File: config.mk
export PLATFORM = sky130hd
export DESIGN_NAME = fifo_read_ctrl
export DESIGN_NICKNAME = d
export VERILOG_FILES = /design/src/rtl/fifo_pkg.sv /design/src/rtl/sync_2ff.sv /design/src/rtl/fifo_read_ctrl.sv
export SDC_FILE = /design/constraint.sdc
export NUM_CORES = 1
export LEC_CHECK = 0
export BUFFER_PORTS_ARGS = -buffer_cell sky130_fd_sc_hd__buf_2
export CAP_MARGIN = 20
export CORE_MARGIN = 1.5
export CORE_UTILIZATION = 47
export CTS_BUF_LIST = sky130_fd_sc_hd__clkbuf_8 sky130_fd_sc_hd__clkbuf_16
export DETAILED_ROUTE_END_ITERATION = 10
export PLACE_DENSITY = 0.84
export SLEW_MARGIN = 10
export SYNTH_ARGS = -nofsm -noshare
export SYNTH_HDL_FRONTEND = slang
export SYNTH_SLANG_ARGS = --single-unit
File: constraint.sdc
create_clock -name clk_rd -period 3.4 [get_ports clk_rd]
set_clock_uncertainty 0.15 [all_clocks]
set_input_delay 0.34 -clock clk_rd [delete_from_list [all_inputs] [get_ports clk_rd]]
set_output_delay 0.34 -clock clk_rd [all_outputs]
set_load 0.05 [all_outputs]
File: src/rtl/fifo_pkg.sv
// Shared async-FIFO helpers: default geometry and Gray/binary pointer conversion.
// Latency: n/a (pure constants and combinational functions).
// Backpressure: n/a.
package fifo_pkg;

  localparam int DEF_ADDR_WIDTH = 4;
  localparam int DEF_DATA_WIDTH = 8;

  // Functions work on a 32-bit container. Callers zero-extend narrower
  // pointers going in and size-cast the result back coming out. Leading
  // zeros do not change either conversion, so a truncated result is exact.
  function automatic logic [31:0] bin2gray(input logic [31:0] bin);
    return bin ^ (bin >> 1);
  endfunction

  function automatic logic [31:0] gray2bin(input logic [31:0] gray);
    logic [31:0] bin;
    bin[31] = gray[31];
    for (int i = 30; i >= 0; i--) begin
      bin[i] = bin[i+1] ^ gray[i];
    end
    return bin;
  endfunction

endpackage

File: src/rtl/sync_2ff.sv
// Two-flop synchronizer for a Gray-coded pointer crossing into the clk domain.
// Latency: 2 clk edges from d to q.
// Backpressure: none; samples every cycle.
module sync_2ff #(
  parameter int WIDTH = 1
) (
  input  logic             clk,
  input  logic             rst_n,
  input  logic [WIDTH-1:0] d,
  output logic [WIDTH-1:0] q
);

  logic [WIDTH-1:0] meta;

  // Plain back-to-back flops with no logic between them, so the first stage has a full cycle to resolve.
  always_ff @(posedge clk or negedge rst_n) begin
    if (!rst_n) begin
      meta <= '0;
      q    <= '0;
    end else begin
      meta <= d;
      q    <= meta;
    end
  end

endmodule

File: src/rtl/fifo_read_ctrl.sv
// Async FIFO read-side controller: read pointer, write-pointer sync, empty/avail, FWFT output stage.
// Latency: wptr_gray change to out_valid is 3 clk_rd edges minimum; 1 word/cycle sustained.
// Backpressure: out_valid && !out_ready stalls fetching; mem_read_data (and out_data) then holds.
module fifo_read_ctrl
  import fifo_pkg::*;
#(
  parameter int ADDR_WIDTH = DEF_ADDR_WIDTH,
  parameter int DATA_WIDTH = DEF_DATA_WIDTH
) (
  input  logic                  clk_rd,
  input  logic                  rst_n,
  input  logic [ADDR_WIDTH:0]   wptr_gray,
  output logic [ADDR_WIDTH:0]   rptr_gray,
  output logic                  rd_en,
  output logic [ADDR_WIDTH-1:0] read_addr,
  input  logic [DATA_WIDTH-1:0] mem_read_data,
  output logic [DATA_WIDTH-1:0] out_data,
  output logic                  out_valid,
  input  logic                  out_ready,
  output logic                  empty,
  output logic [ADDR_WIDTH:0]   avail
);

  localparam int PTR_W = ADDR_WIDTH + 1;

  logic [PTR_W-1:0] wq2;
  logic [PTR_W-1:0] wbin;
  logic [PTR_W-1:0] rbin;
  logic [PTR_W-1:0] rbin_next;
  logic [PTR_W-1:0] rgray;
  logic [PTR_W-1:0] rgray_next;
  logic             fetch;

  // wq2 is the only view of the write pointer in this domain.
  sync_2ff #(
    .WIDTH (PTR_W)
  ) u_wptr_sync (
    .clk   (clk_rd),
    .rst_n (rst_n),
    .d     (wptr_gray),
    .q     (wq2)
  );

  // Status comes only from registers (wq2, rgray, rbin). The raw async wptr_gray never reaches an output.
  assign wbin  = PTR_W'(gray2bin(32'(wq2)));
  assign empty = (rgray == wq2);
  assign avail = wbin - rbin;

  // Fetch when memory holds a word and the output slot is free or is draining this cycle.
  assign fetch     = !empty && (!out_valid || out_ready);
  assign rd_en     = fetch;
  assign read_addr = rbin[ADDR_WIDTH-1:0];
  assign out_data  = mem_read_data;
  assign rptr_gray = rgray;

  // The extra MSB lets the pointer wrap naturally and distinguishes full from empty on the write side.
  assign rbin_next  = fetch ? rbin + PTR_W'(1) : rbin;
  assign rgray_next = PTR_W'(bin2gray(32'(rbin_next)));

  // Binary and Gray read pointers advance together, one step per fetch.
  always_ff @(posedge clk_rd or negedge rst_n) begin
    if (!rst_n) begin
      rbin  <= '0;
      rgray <= '0;
    end else begin
      rbin  <= rbin_next;
      rgray <= rgray_next;
    end
  end

  // The output slot fills on a fetch (the memory presents the word next cycle) and empties on a pop without a refill.
  always_ff @(posedge clk_rd or negedge rst_n) begin
    if (!rst_n) begin
      out_valid <= 1'b0;
    end else if (fetch) begin
      out_valid <= 1'b1;
    end else if (out_ready) begin
      out_valid <= 1'b0;
    end
  end

  // The write domain relies on a single-bit change per step to sample rptr_gray safely.
  assert property (@(posedge clk_rd) disable iff (!rst_n)
                   $countones(rgray ^ $past(rgray)) <= 1);

endmodule

# After elaboration in Yosys (flattened, before gate mapping)

Cells that the tools add are included.

Register bits after elaboration: 21
Bits of input ports: 16
Output and inout bits: 25

$add $sub $neg: 2
Equal/unequal tests: 1
Multiplexer cells: 3
Bitwise operators: 5
Reductions and logical operators: 5

Operators by type and width:

| operator              | count |
|---|---|
| $add A5 B1 Y5 const B | 1 |
| $eq A5 B5 Y1          | 1 |
| $mux W5               | 1 |
| $sub A5 B5 Y5         | 1 |
| $xor A5 B4 Y5         | 1 |
| $xor A1 B1 Y1         | 4 |
| $logic_not A1 Y1      | 2 |
| $mux W1               | 2 |
| $reduce_bool A2 Y1    | 1 |
| $logic_and A1 B1 Y1   | 1 |
| $logic_or A1 B1 Y1    | 1 |

# Longest topological paths before layout

Gate-level depths: netlist (run 1).

Depth in word-level cells: 5
Mapped depth: 10
Mapped depth without buffers: 10

# Modules after synthesis

A second synthesis (run 1) with hierarchy kept.

Cell total of the unflattened synthesis: 93
Area, all modules: 1,044.8 sq um

Modules (own cells, without submodules):

| module         | times used | cells an instance | area an instance (sq um) | seq. area each (sq um) |
|---|---|---|---|---|
| fifo_read_ctrl | 1          | 83                | 794.5                    | 250.2 |
| sync_2ff       | 1          | 10                | 250.2                    | 250.2 |

# Least setup slack after synthesis (run 1)

Ideal clock, no wire load.

Kind: register to output
Start: register u_wptr_sync.q[3]
End: output avail[4]
Data arrival time: 2.753 ns
Slack: 0.157 ns
Cell stages (with the launch flop): 11
Cell sequence: dfrtp_1 xor2_1 xnor2_1 xor2_1 xor2_1 ha_1 fa_1 inv_1 a21o_1 a21oi_1 xor2_1

Longest elaborated chain between the ends: 5

Ends and longest elaborated chain:

| item                        | line                 | text |
|---|---|---|
| start, declared             | sync_2ff.sv:10       | `output logic [WIDTH-1:0] q` |
| start signal, assigned      | sync_2ff.sv:22       | `q <= meta;` |
| $xor A1 B1 Y1 (*)           | fifo_pkg.sv:20       | `bin[i] = bin[i+1] ^ gray[i];` |
| $xor A1 B1 Y1 (3 in series) | fifo_pkg.sv:20       |  |
| $sub A5 B5 Y5 (*)           | fifo_read_ctrl.sv:47 | `assign avail = wbin - rbin;` |
| end, declared               | fifo_read_ctrl.sv:21 | `output logic [ADDR_WIDTH:0] avail` |

Mark *: on every way between the ends. The rest lies on a longest branch, timed or not.

# Worst setup path in the final report (run 1)

Same ends and word-level chain as after synthesis.

==> results of run 1 <==
[cells by family (layout without fill, tap and decap cells)]
kind of cell	after synthesis	in the layout	share of synthesized area (%)
compound gates	11	11	7.306
xor+xnor	21	21	17.60
fa+ha+maj	6	6	7.904
buf+inv	18	38	9.342
flops	20	20	47.90
mux	3	3	2.994
simple gates	14	14	6.945
[per-layer routing]
layer  part of all wire [%]  vias to the layer above  track usage, %  routed length (um)
met2                     54                       11           25.88                 939
met1                     42                      330           18.32                 726
met5                      0                        -               0                   0
met3                    3.8                        2           2.381                  66
met4                   0.74                        0           8.796                  13
li1                       -                      331               -                   -
[area by class of cell]
| type | count | area (um2) | share of cell area, % |
|---|---|---|---|
| sequential | 20 | 500.5 | 41.19 |
| multi-input combinational | 55 | 469.2 | 38.62 |
| timing repair buffer | 25 | 132.6 | 10.92 |
| clock buffer | 3 | 41.29 | 3.399 |
| inverter | 10 | 37.54 | 3.090 |
| tap | 27 | 33.78 | 2.781 |
[synthesized netlist by cell type (all sizes together)]
library cell,count
ha,5
nand2b,1
dfrtp,20
nand3,1
o32ai,1
o21ai,1
inv,10
mux2i,2
xor2,10
or3,1
buf,8
mux2,1
nand4,1
and2,2
a21oi,6
fa,1
nor2,3
a21o,2
o22ai,1
xnor2,11
nand2,4
nor3,1
[sequential cells by signal (all words and copies together), names as in the netlist]
signal            flops
u_wptr_sync.meta      5
out_valid             1
u_wptr_sync.q         5
rbin                  5
rptr_gray             4
[stage by stage]
step | cells | setup WS [ns] | cell area (um2) | utilization [%] | setup TNS, ns
CTS | 140 | 0.02056 | 1190 | 58.85 | 0
global route | 140 | -0.001820 | 1215 | 60.09 | -0.001820
floorplan | 93 | 0.1569 | 1045 | - | 0
finish | 140 | 0.1702 | 1215 | 60.09 | 0
global placement | 136 | 0.4734 | 1139 | 56.31 | 0
detailed placement | 136 | 0.3068 | 1139 | 56.31 | 0
[repair_timing]
item                                    CTS  global route
resized for setup                         0             4
buffers inserted                          0             0
endpoints found under the setup margin    0             1
hold buffers                              1             0
endpoints found under the hold margin    20             0
[placed cells by master (no fill, tap or decap), types with 3 or more instances in the layout]
cell type	synthesis	layout
a21oi_1	6	6
buf_2	0	23
clkbuf_8	0	3
dfrtp_1	20	20
ha_1	5	5
inv_1	10	10
nand2_1	4	4
nor2_1	3	3
xnor2_1	11	10
xor2_1	10	8
[worst max-delay path by stage]
stage	start	to	slack (ns)	depth (start not counted)
6_report	u_wptr_sync.q[3]	avail[4]	0.17	11
5_1_grt	u_wptr_sync.q[3]	avail[4]	-0.002	11
4_1_cts	u_wptr_sync.q[3]	avail[4]	0.02	11
3_5_place_dp	u_wptr_sync.q[3]	avail[4]	0.31	11
3_3_place_gp	u_wptr_sync.q[3]	avail[4]	0.47	11
2_1_floorplan	u_wptr_sync.q[3]	avail[4]	0.16	10
==> summary.txt, run 1 <==
Run status
  – Outcome: complete, no violations

Setup path
  – Top delay family on crit path: XOR/XNOR gates
  – Critical path's slowest cell: dfrtp_1
  – FF-to-FF End: rptr_gray[0]
  – Kind of critical path: register to primary output
  – Worst Path Buf+Inv: 2
  – CP startpoint kind: register
  – Worst r2r src: rbin[4]
  – Slowest stage delay, CP: 0.41 ns
  – Crit path max fanout: 3
  – Worst-case reg-to-reg path depth: 5
  – Crit-path cells: xor2_2 -> xnor2_2 -> xor2_2 -> xor2_1 -> ha_1 -> fa_1 -> inv_1 -> a21o_1 -> a21oi_1 -> xor2_1 -> clkbuf_4
  – Worst Path Required: 2.91 ns
  – Flop2flop setup slack: 1.42 ns
  – CP arrival: 2.74 ns
  – Worst Setup End Kind: primary output

Synth
  – Mean Syn Cell Area: 11.23 um2
  – Cell taking the most area after synthesis: dfrtp_1
  – Yosys reg bits: 20
  – Synth top area cells: dfrtp_1 48%, xnor2_1 9.2%, xor2_1 8.4%
  – Sequential fraction of the synthesis area: 47.90%
  – Mapped Area: 0.001045 mm2
  – Distinct cell type count after synthesis: 22
  – YS warnings: 0
  – Syn Inst Count: 93
  – Syn_nets: 115
  – Top cell type's share of synthesized area: 47.90%

Placement
  – GPL Wtd Cong: 0.8101
  – I/O Buffers: 24
  – Post-detail-place hpwl: 1372 um

Routing
  – Via/cell ratio: 4.814
  – DR DRC count: 0
  – Vias after detailed routing: 674
  – Avg WL per Cell: 12.46 um
  – Number of DRC markers in iteration 0: 4
  – Post-Route WL: 1745 um
  – Final ANT Viol Nets: 0
  – Drt first pass iters: 2

Worst hold path
  – Hold Crit Depth: 1
  – Hold_sp: wptr_gray[1]
  – Hold EP: u_wptr_sync.meta[1]
  – Hold Crit Class: primary input to register

Layout
  – Fraction of layout cells with a size suffix above 1: 29.20%
  – Ant diodes: 0
  – Fillers: 180
  – NumNets Final: 137
  – Synth-to-Final Area Change: 16.29%

Die
  – Die area: 0.002515 mm2
  – IO Pins: 41
  – Num rows: 16
  – Core footprint: 0.002022 mm2
  – Die Ht: 50.15 um
  – Die X: 50.15 um
  – Initial core utilization: 51.67%

Clocking
  – CTS tree: built
  – CTS root buf: clkbuf_8
  – Longest Clk Path Bufs: 2
  – Clk sinks: 20
  – Reg clk slew, reported paths: 0.07 ns
  – CTS Buf Count: 3
  – H-tree lvl count: 1
  – Worst-Skew Late Latency: 0.25 ns

GRT
  – Total gr overflow: 0
  – First-pass GRT wire length: 2822 um
  – Pin count of the biggest net entering global routing: 21
  – GR Util All Layers: 15.29%
  – Vias in the first global route: 659
  – Initial antenna violation count: 0

STA
  – Hold Vio Cnt, Final: 0
  – Slew margin rel.: 71.61%
  – Fin. max-slew vios: 0
  – Post-route clock period utilization: 94.99%
  – Max Freq: 309.6 MHz
  – Hold slack: 0.03995 ns
  – Setup violations, final: 0
  – Final Critical Period: 3.230 ns
  – Worst-Margin Slew: 0.4258 ns

Flow run
  – Max cap viols: 0
Power of run 1 is left out: the tool's default activity adds up to more than one toggle a clock period on the data nets, which glitch-free logic cannot reach.
==> inputs of run 2 (changes only) <==
clock period = 3.04 ns   (was 3.4 ns; I/O delays follow)
==> summary.txt, run 2 (synthesis results as in run 1) <==
Setup path
  – Crit path max fanout: 2 (-1)
  – Kind of critical path: register to primary output
  – CP arrival: 2.58 ns (-0.16 ns)
  – Worst Path Required: 2.59 ns (-0.32 ns)
  – Slowest stage delay, CP: 0.41 ns (about the same)
  – CP startpoint kind: register
  – Critical path's slowest cell: dfrtp_1
  – Worst Path Buf+Inv: 2 (unchanged)
  – Top delay family on crit path: XOR/XNOR gates
  – Worst Setup End Kind: primary output
  – Crit-path cells: xor2_2 -> xnor2_2 -> xor2_1 -> xor2_1 -> ha_2 -> fa_2 -> inv_2 -> a21o_1 -> a21oi_2 -> xor2_2 -> buf_6

Clocking
  – Longest Clk Path Bufs: 2 (unchanged)
  – Reg clk slew, reported paths: 0.07 ns (about the same)
  – CTS Buf Count: 3 (unchanged)
  – Worst-Skew Late Latency: 0.26 ns (about the same)
  – CTS tree: built
  – Clk sinks: 20 (unchanged)
  – CTS root buf: clkbuf_8
  – H-tree lvl count: 1 (unchanged)

Routing
  – Avg WL per Cell: 12.84 um (+3.0%)
  – DR DRC count: 0 (unchanged)
  – Number of DRC markers in iteration 0: 12 (+8)
  – Via/cell ratio: 4.863 (+1.0%)
  – Post-Route WL: 1964 um (+13%)
  – Final ANT Viol Nets: 0 (unchanged)
  – Drt first pass iters: 4 (+2)
  – Vias after detailed routing: 744 (+10%)

GRT
  – Initial antenna violation count: 0 (unchanged)
  – Vias in the first global route: 718 (+9.0%)
  – GR Util All Layers: 16.87% (+1.6 points)
  – Total gr overflow: 0 (unchanged)
  – Pin count of the biggest net entering global routing: 21 (unchanged)
  – First-pass GRT wire length: 3153 um (+12%)

Die
  – IO Pins: 41 (unchanged)
  – Num rows: 16 (unchanged)
  – Initial core utilization: 51.67% (unchanged)
  – Die area: 0.002515 mm2 (unchanged)
  – Core footprint: 0.002022 mm2 (unchanged)
  – Die Ht: 50.15 um (unchanged)
  – Die X: 50.15 um (unchanged)

Layout
  – Fin util: 67.26% (+7.2 points)
  – Most frequent cells in the layout: 21 x buf_2, 20 x dfrtp_1, 9 x inv_1, 9 x xnor2_1
  – Synth-to-Final Area Change: 30.18%
  – Commonest non-fill, non-tap cell in the layout: buf_2
  – Fillers: 154 (-14%)
  – Fraction of layout cells with a size suffix above 1: 37.30% (+8.1 points)
  – Post-route cell area: 0.001360 mm2 (+12%)
  – Ant diodes: 0 (unchanged)
  – NumNets Final: 149 (+8.8%)
  – Biggest regs: rbin: 5 flops, u_wptr_sync.meta: 5 flops, u_wptr_sync.q: 5 flops

Placement
  – Post-detail-place hpwl: 1409 um (+2.7%)
  – GPL Wtd Cong: 0.8139 (+0.47%)
  – I/O Buffers: 24 (unchanged)
  – Post-DP Area: 0.001161 mm2 (+2.0%)
  – Worst slack, placed: 0.06435 ns (-0.2425 ns)

STA
  – Setup violations, final: 0 (unchanged)
  – Post-route clock period utilization: 99.92%
  – PnR worst setup slack: 0.002532 ns (-0.1676 ns)
  – RSZ-0062 raised after global routing: yes
  – Final Critical Period: 3.037 ns
  – Fin. max-slew vios: 0 (unchanged)
  – Max Freq: 329.2 MHz
  – Hold Vio Cnt, Final: 0 (unchanged)
  – Hold slack: 0.2045 ns (+0.1646 ns)
  – Worst-Margin Slew: 0.4358 ns (+0.009926 ns)
  – Slew margin rel.: 70.95% (-0.66 points)

Run status
  – Outcome: complete, no violations

Worst hold path
  – Hold Crit Class: register to register

Flow run
  – Max cap viols: 0 (unchanged)
[run 2: area by class of cell]
| type | count | area (um2) | area share (%) |
|---|---|---|---|
| flip-flops and latches | 20 | 500.5 | 36.80 |
| multi-input cells | 55 | 489.2 | 35.97 |
| repair buffers | 37 | 244.0 | 17.94 |
| clock buffers | 4 | 55.05 | 4.048 |
| inverters | 10 | 37.54 | 2.760 |
| well taps | 27 | 33.78 | 2.484 |
[run 2: per-stage QoR]
stage | cells | setup TNS [ns]
2_1_floorplan | 93 | 0
3_3_place_gp | 137 | 0
3_5_place_dp | 137 | 0
4_1_cts | 149 | -0.03321
5_1_grt | 153 | -0.2234
6_report | 153 | 0
[run 2: timing repair]
action                                 4_1_cts  5_1_grt
endpoints found under the hold margin       23        2
setup endpoints to repair                    1        4
pin swaps                                    6       10
setup buffers                                4        3
gates resized for setup                      6        5
hold buffers                                 4        2
[run 2: path summary, 6_finish.rpt]
path                                         end  slack, ns                start  cells after the start
worst max-delay path                    avail[4]      0.003     u_wptr_sync.q[3]                     11
worst min-delay path            u_wptr_sync.q[2]       0.20  u_wptr_sync.meta[2]                      0
worst max register to register      rptr_gray[0]       0.98     u_wptr_sync.q[3]                      6
worst min register to register  u_wptr_sync.q[2]       0.20  u_wptr_sync.meta[2]                      0
max in group asynchronous           rptr_gray[3]       2.07                rst_n                      2
min in group asynchronous                rbin[1]       0.36                rst_n                      2
[run 2: per-layer routing]
layer / global-route usage [%] / up-vias / wire, um
met1: 19.25 / 358 / 774
met5: 0 / - / 0
met3: 2.679 / 5 / 99
met4: 10.19 / 0 / 46
met2: 29.39 / 24 / 1044
li1: - / 357 / -
Power of run 2 is left out for the same reason.
==> inputs of run 3 (changes only) <==
CORE_UTILIZATION = 40   (was 47)
PLACE_DENSITY = 0.74   (was 0.84)
SYNTH_HIERARCHICAL = 1   (was default)
==> summary.txt, run 3 <==
Routing
  – Via/cell ratio: 4.735 (-2.6%)
  – DR DRC count: 0 (unchanged)
  – Avg WL per Cell: 12.87 um (+0.29%)
  – Post-Route WL: 1944 um (-1.0%)
  – Final ANT Viol Nets: 0 (unchanged)
  – Vias after detailed routing: 715 (-3.9%)
  – Drt first pass iters: 3 (-1)
  – Number of DRC markers in iteration 0: 8 (-4)

GRT
  – Initial antenna violation count: 0 (unchanged)
  – Vias in the first global route: 633 (-12%)
  – First-pass GRT wire length: 2946 um (-6.6%)
  – GR Util All Layers: 14.50% (-2.4 points)
  – Pin count of the biggest net entering global routing: 21 (unchanged)
  – Total gr overflow: 0 (unchanged)

Synth
  – Syn Inst Count: 93 (unchanged)
  – Synthesized-area fraction occupied by and/or/nand/nor cells: 6.946% (unchanged)
  – Top post-synthesis cells by count: 20 x dfrtp_1, 11 x xnor2_1, 10 x inv_1, 10 x xor2_1, 8 x buf_4
  – Synth top area cells: dfrtp_1 48%, xnor2_1 9.2%, xor2_1 8.4%
  – Mean Syn Cell Area: 11.23 um2 (unchanged)
  – Cell taking the most area after synthesis: dfrtp_1
  – YS warnings: 6 (+6)
  – Main synth FF type: dfrtp_1
  – Top cell type's share of synthesized area: 47.90% (unchanged)
  – Synth Area in XOR/XNOR: 17.60% (unchanged)
  – Syn_nets: 115 (unchanged)
  – Synth Area in Compound Gates: 7.305% (unchanged)
  – Mapped Area: 0.001045 mm2 (unchanged)
  – Distinct cell type count after synthesis: 22 (unchanged)
  – Most frequent cell after synthesis: dfrtp_1
  – Mux cell area share after synthesis: 2.994% (unchanged)
  – Yosys reg bits: 20 (unchanged)
  – Largest family of logic cells by synthesized area: XOR/XNOR gates
  – Sequential fraction of the synthesis area: 47.90% (unchanged)
  – Post-Synth Adder-Cell Area: 7.904% (unchanged)
  – Async set or reset register ratio after synthesis: 100.0% (unchanged)
  – Post-synth EDFFs: 0 (unchanged)

Run status
  – Failing checks: negative setup slack
  – Outcome: finished with violations

STA
  – Fin. max-slew vios: 0 (unchanged)
  – Post-route clock period utilization: 100.4% (+0.46 points)
  – Hold Vio Cnt, Final: 0 (unchanged)
  – Setup Total Neg Slack: -0.01962 ns (-0.01962 ns)
  – Max Freq: 327.7 MHz (-0.46%)
  – Setup violations, final: 2 (+2)
  – RSZ-0062 raised after global routing: yes
  – PnR worst setup slack: -0.01147 ns (-0.01400 ns)
  – Worst-Margin Slew: 0.4358 ns (+0.00008821 ns)
  – Slew margin rel.: 70.94% (about the same)
  – Final Critical Period: 3.051 ns (+0.01400 ns)

Layout
  – NumNets Final: 144 (-3.4%)
  – Fin util: 54.44% (-13 points)
  – Commonest non-fill, non-tap cell in the layout: buf_2
  – Most frequent cells in the layout: 22 x buf_2, 20 x dfrtp_1, 9 x inv_1, 9 x xnor2_1, 7 x xor2_1
  – Synth-to-Final Area Change: 29.10%
  – Biggest regs: rbin: 5 flops, u_wptr_sync/meta: 5 flops, u_wptr_sync/q: 5 flops
  – Fraction of layout cells with a size suffix above 1: 36.36% (-0.94 points)
  – Ant diodes: 0 (unchanged)

Flow run
  – Max cap viols: 0 (unchanged)

Clocking
  – H-tree lvl count: 1 (unchanged)
  – Reg clk slew, reported paths: 0.07 ns (about the same)
  – CTS Buf Count: 3 (unchanged)
  – CTS root buf: clkbuf_8
  – Clk sinks: 20 (unchanged)
  – CTS tree: built
  – Longest Clk Path Bufs: 2 (unchanged)
  – Worst-Skew Late Latency: 0.25 ns (about the same)

Die
  – Core footprint: 0.002477 mm2 (+23%)
  – Initial core utilization: 42.17% (-9.5 points)
  – Die X: 54.11 um (+7.9%)
  – IO Pins: 41 (unchanged)
  – Num rows: 18 (+2)
  – Die area: 0.002927 mm2 (+16%)
  – Die Ht: 54.11 um (+7.9%)

Placement
  – Post-detail-place hpwl: 1432 um (+1.6%)
  – GPL Wtd Cong: 0.7545 (-7.3%)
  – I/O Buffers: 24 (unchanged)
  – Worst slack, placed: 0.07045 ns (+0.006099 ns)

Worst hold path
  – Hold Crit Class: primary input to register
  – Hold_sp: wptr_gray[1]

Setup path
  – Most common cell on crit path: buf_4
  – CP arrival: 2.60 ns (+0.02 ns)
  – Worst Path Required: 2.59 ns (about the same)
  – Crit-path cells: xor2_2 -> xnor2_2 -> xor2_2 -> buf_4 -> buf_4 -> buf_6 -> inv_1 -> ha_1 -> a21o_1 -> a21oi_2 -> xnor2_1 -> buf_4
  – CP startpoint kind: register
  – Kind of critical path: register to primary output
  – Crit path max fanout: 2 (unchanged)
  – Worst Setup End Kind: primary output
  – Worst r2r src: rbin[4]
  – Worst Path Buf+Inv: 5 (+3)
  – Critical path origin: u_wptr_sync/q[4]
  – Critical path's slowest cell: dfrtp_1
  – Slowest stage delay, CP: 0.42 ns (about the same)
  – Top delay family on crit path: XOR/XNOR gates
-- run 3: worst reg2reg max path, stage by stage (launching register included) --
cell and delay [ns]:
dfrtp_1 0.43, xor2_1 0.21, or3_4 0.44, o21ai_4 0.29, mux2i_1 0.25, xor2_1 0.17
-- run 3: final cells by class --
| class | instances | area [um2] |
|---|---|---|
| clock buffers | 3 | 41.29 |
| well taps | 30 | 37.54 |
| fillers | 242 | 1129 |
| repair buffers | 32 | 205.2 |
| multi-input cells | 55 | 496.7 |
| inverters | 10 | 37.54 |
| clock inverters | 1 | 30.03 |
| flip-flops and latches | 20 | 500.5 |
-- run 3: metal layers --
layer	vias to the layer above	track usage, %	routed length, um
li1	346	-	-
met1	346	20.74	898
met2	21	21.34	945
met3	2	1.667	85
met4	0	7.917	14
met5	-	0	0
-- run 3: what timing repair did --
item,in CTS,in global routing
pin swaps,2,2
setup buffers,1,1
setup endpoints to repair,1,3
hold endpoints to repair,22,2
gates resized for setup,9,3
hold buffers,3,2
-- run 3: cell families (layout without fill, tap and decap cells) --
group | after synthesis | after routing
compound gates | 11 | 11
xor+xnor | 21 | 21
fa+ha+maj | 6 | 6
buf+inv | 18 | 46
flops | 20 | 20
mux | 3 | 3
simple gates | 14 | 14
-- run 3: path summary, 6_finish.rpt --
check | end | slack [ns] | depth (start not counted)
worst max register to register | rptr_gray[0] | 1.01 | 5
worst min register to register | u_wptr_sync/q[0] | 0.20 | 0
worst min-delay path | u_wptr_sync/meta[1] | 0.009 | 1
min in group asynchronous | u_wptr_sync/meta[3] | 0.39 | 2
max in group asynchronous | u_wptr_sync/q[1] | 2.04 | 2
worst max-delay path | avail[3] | -0.01 | 12
-- run 3: through the flow --
stage               hold WS [ns]  instance area [um2]  std cells
global placement          0.1107                 1165        140
detailed placement        0.1174                 1165        140
CTS                     0.001455                 1306        148
floorplan                -0.1416                 1060         93
finish                  0.009470                 1349        151
global route            0.001189                 1349        151
Power of run 3 is left out for the same reason.
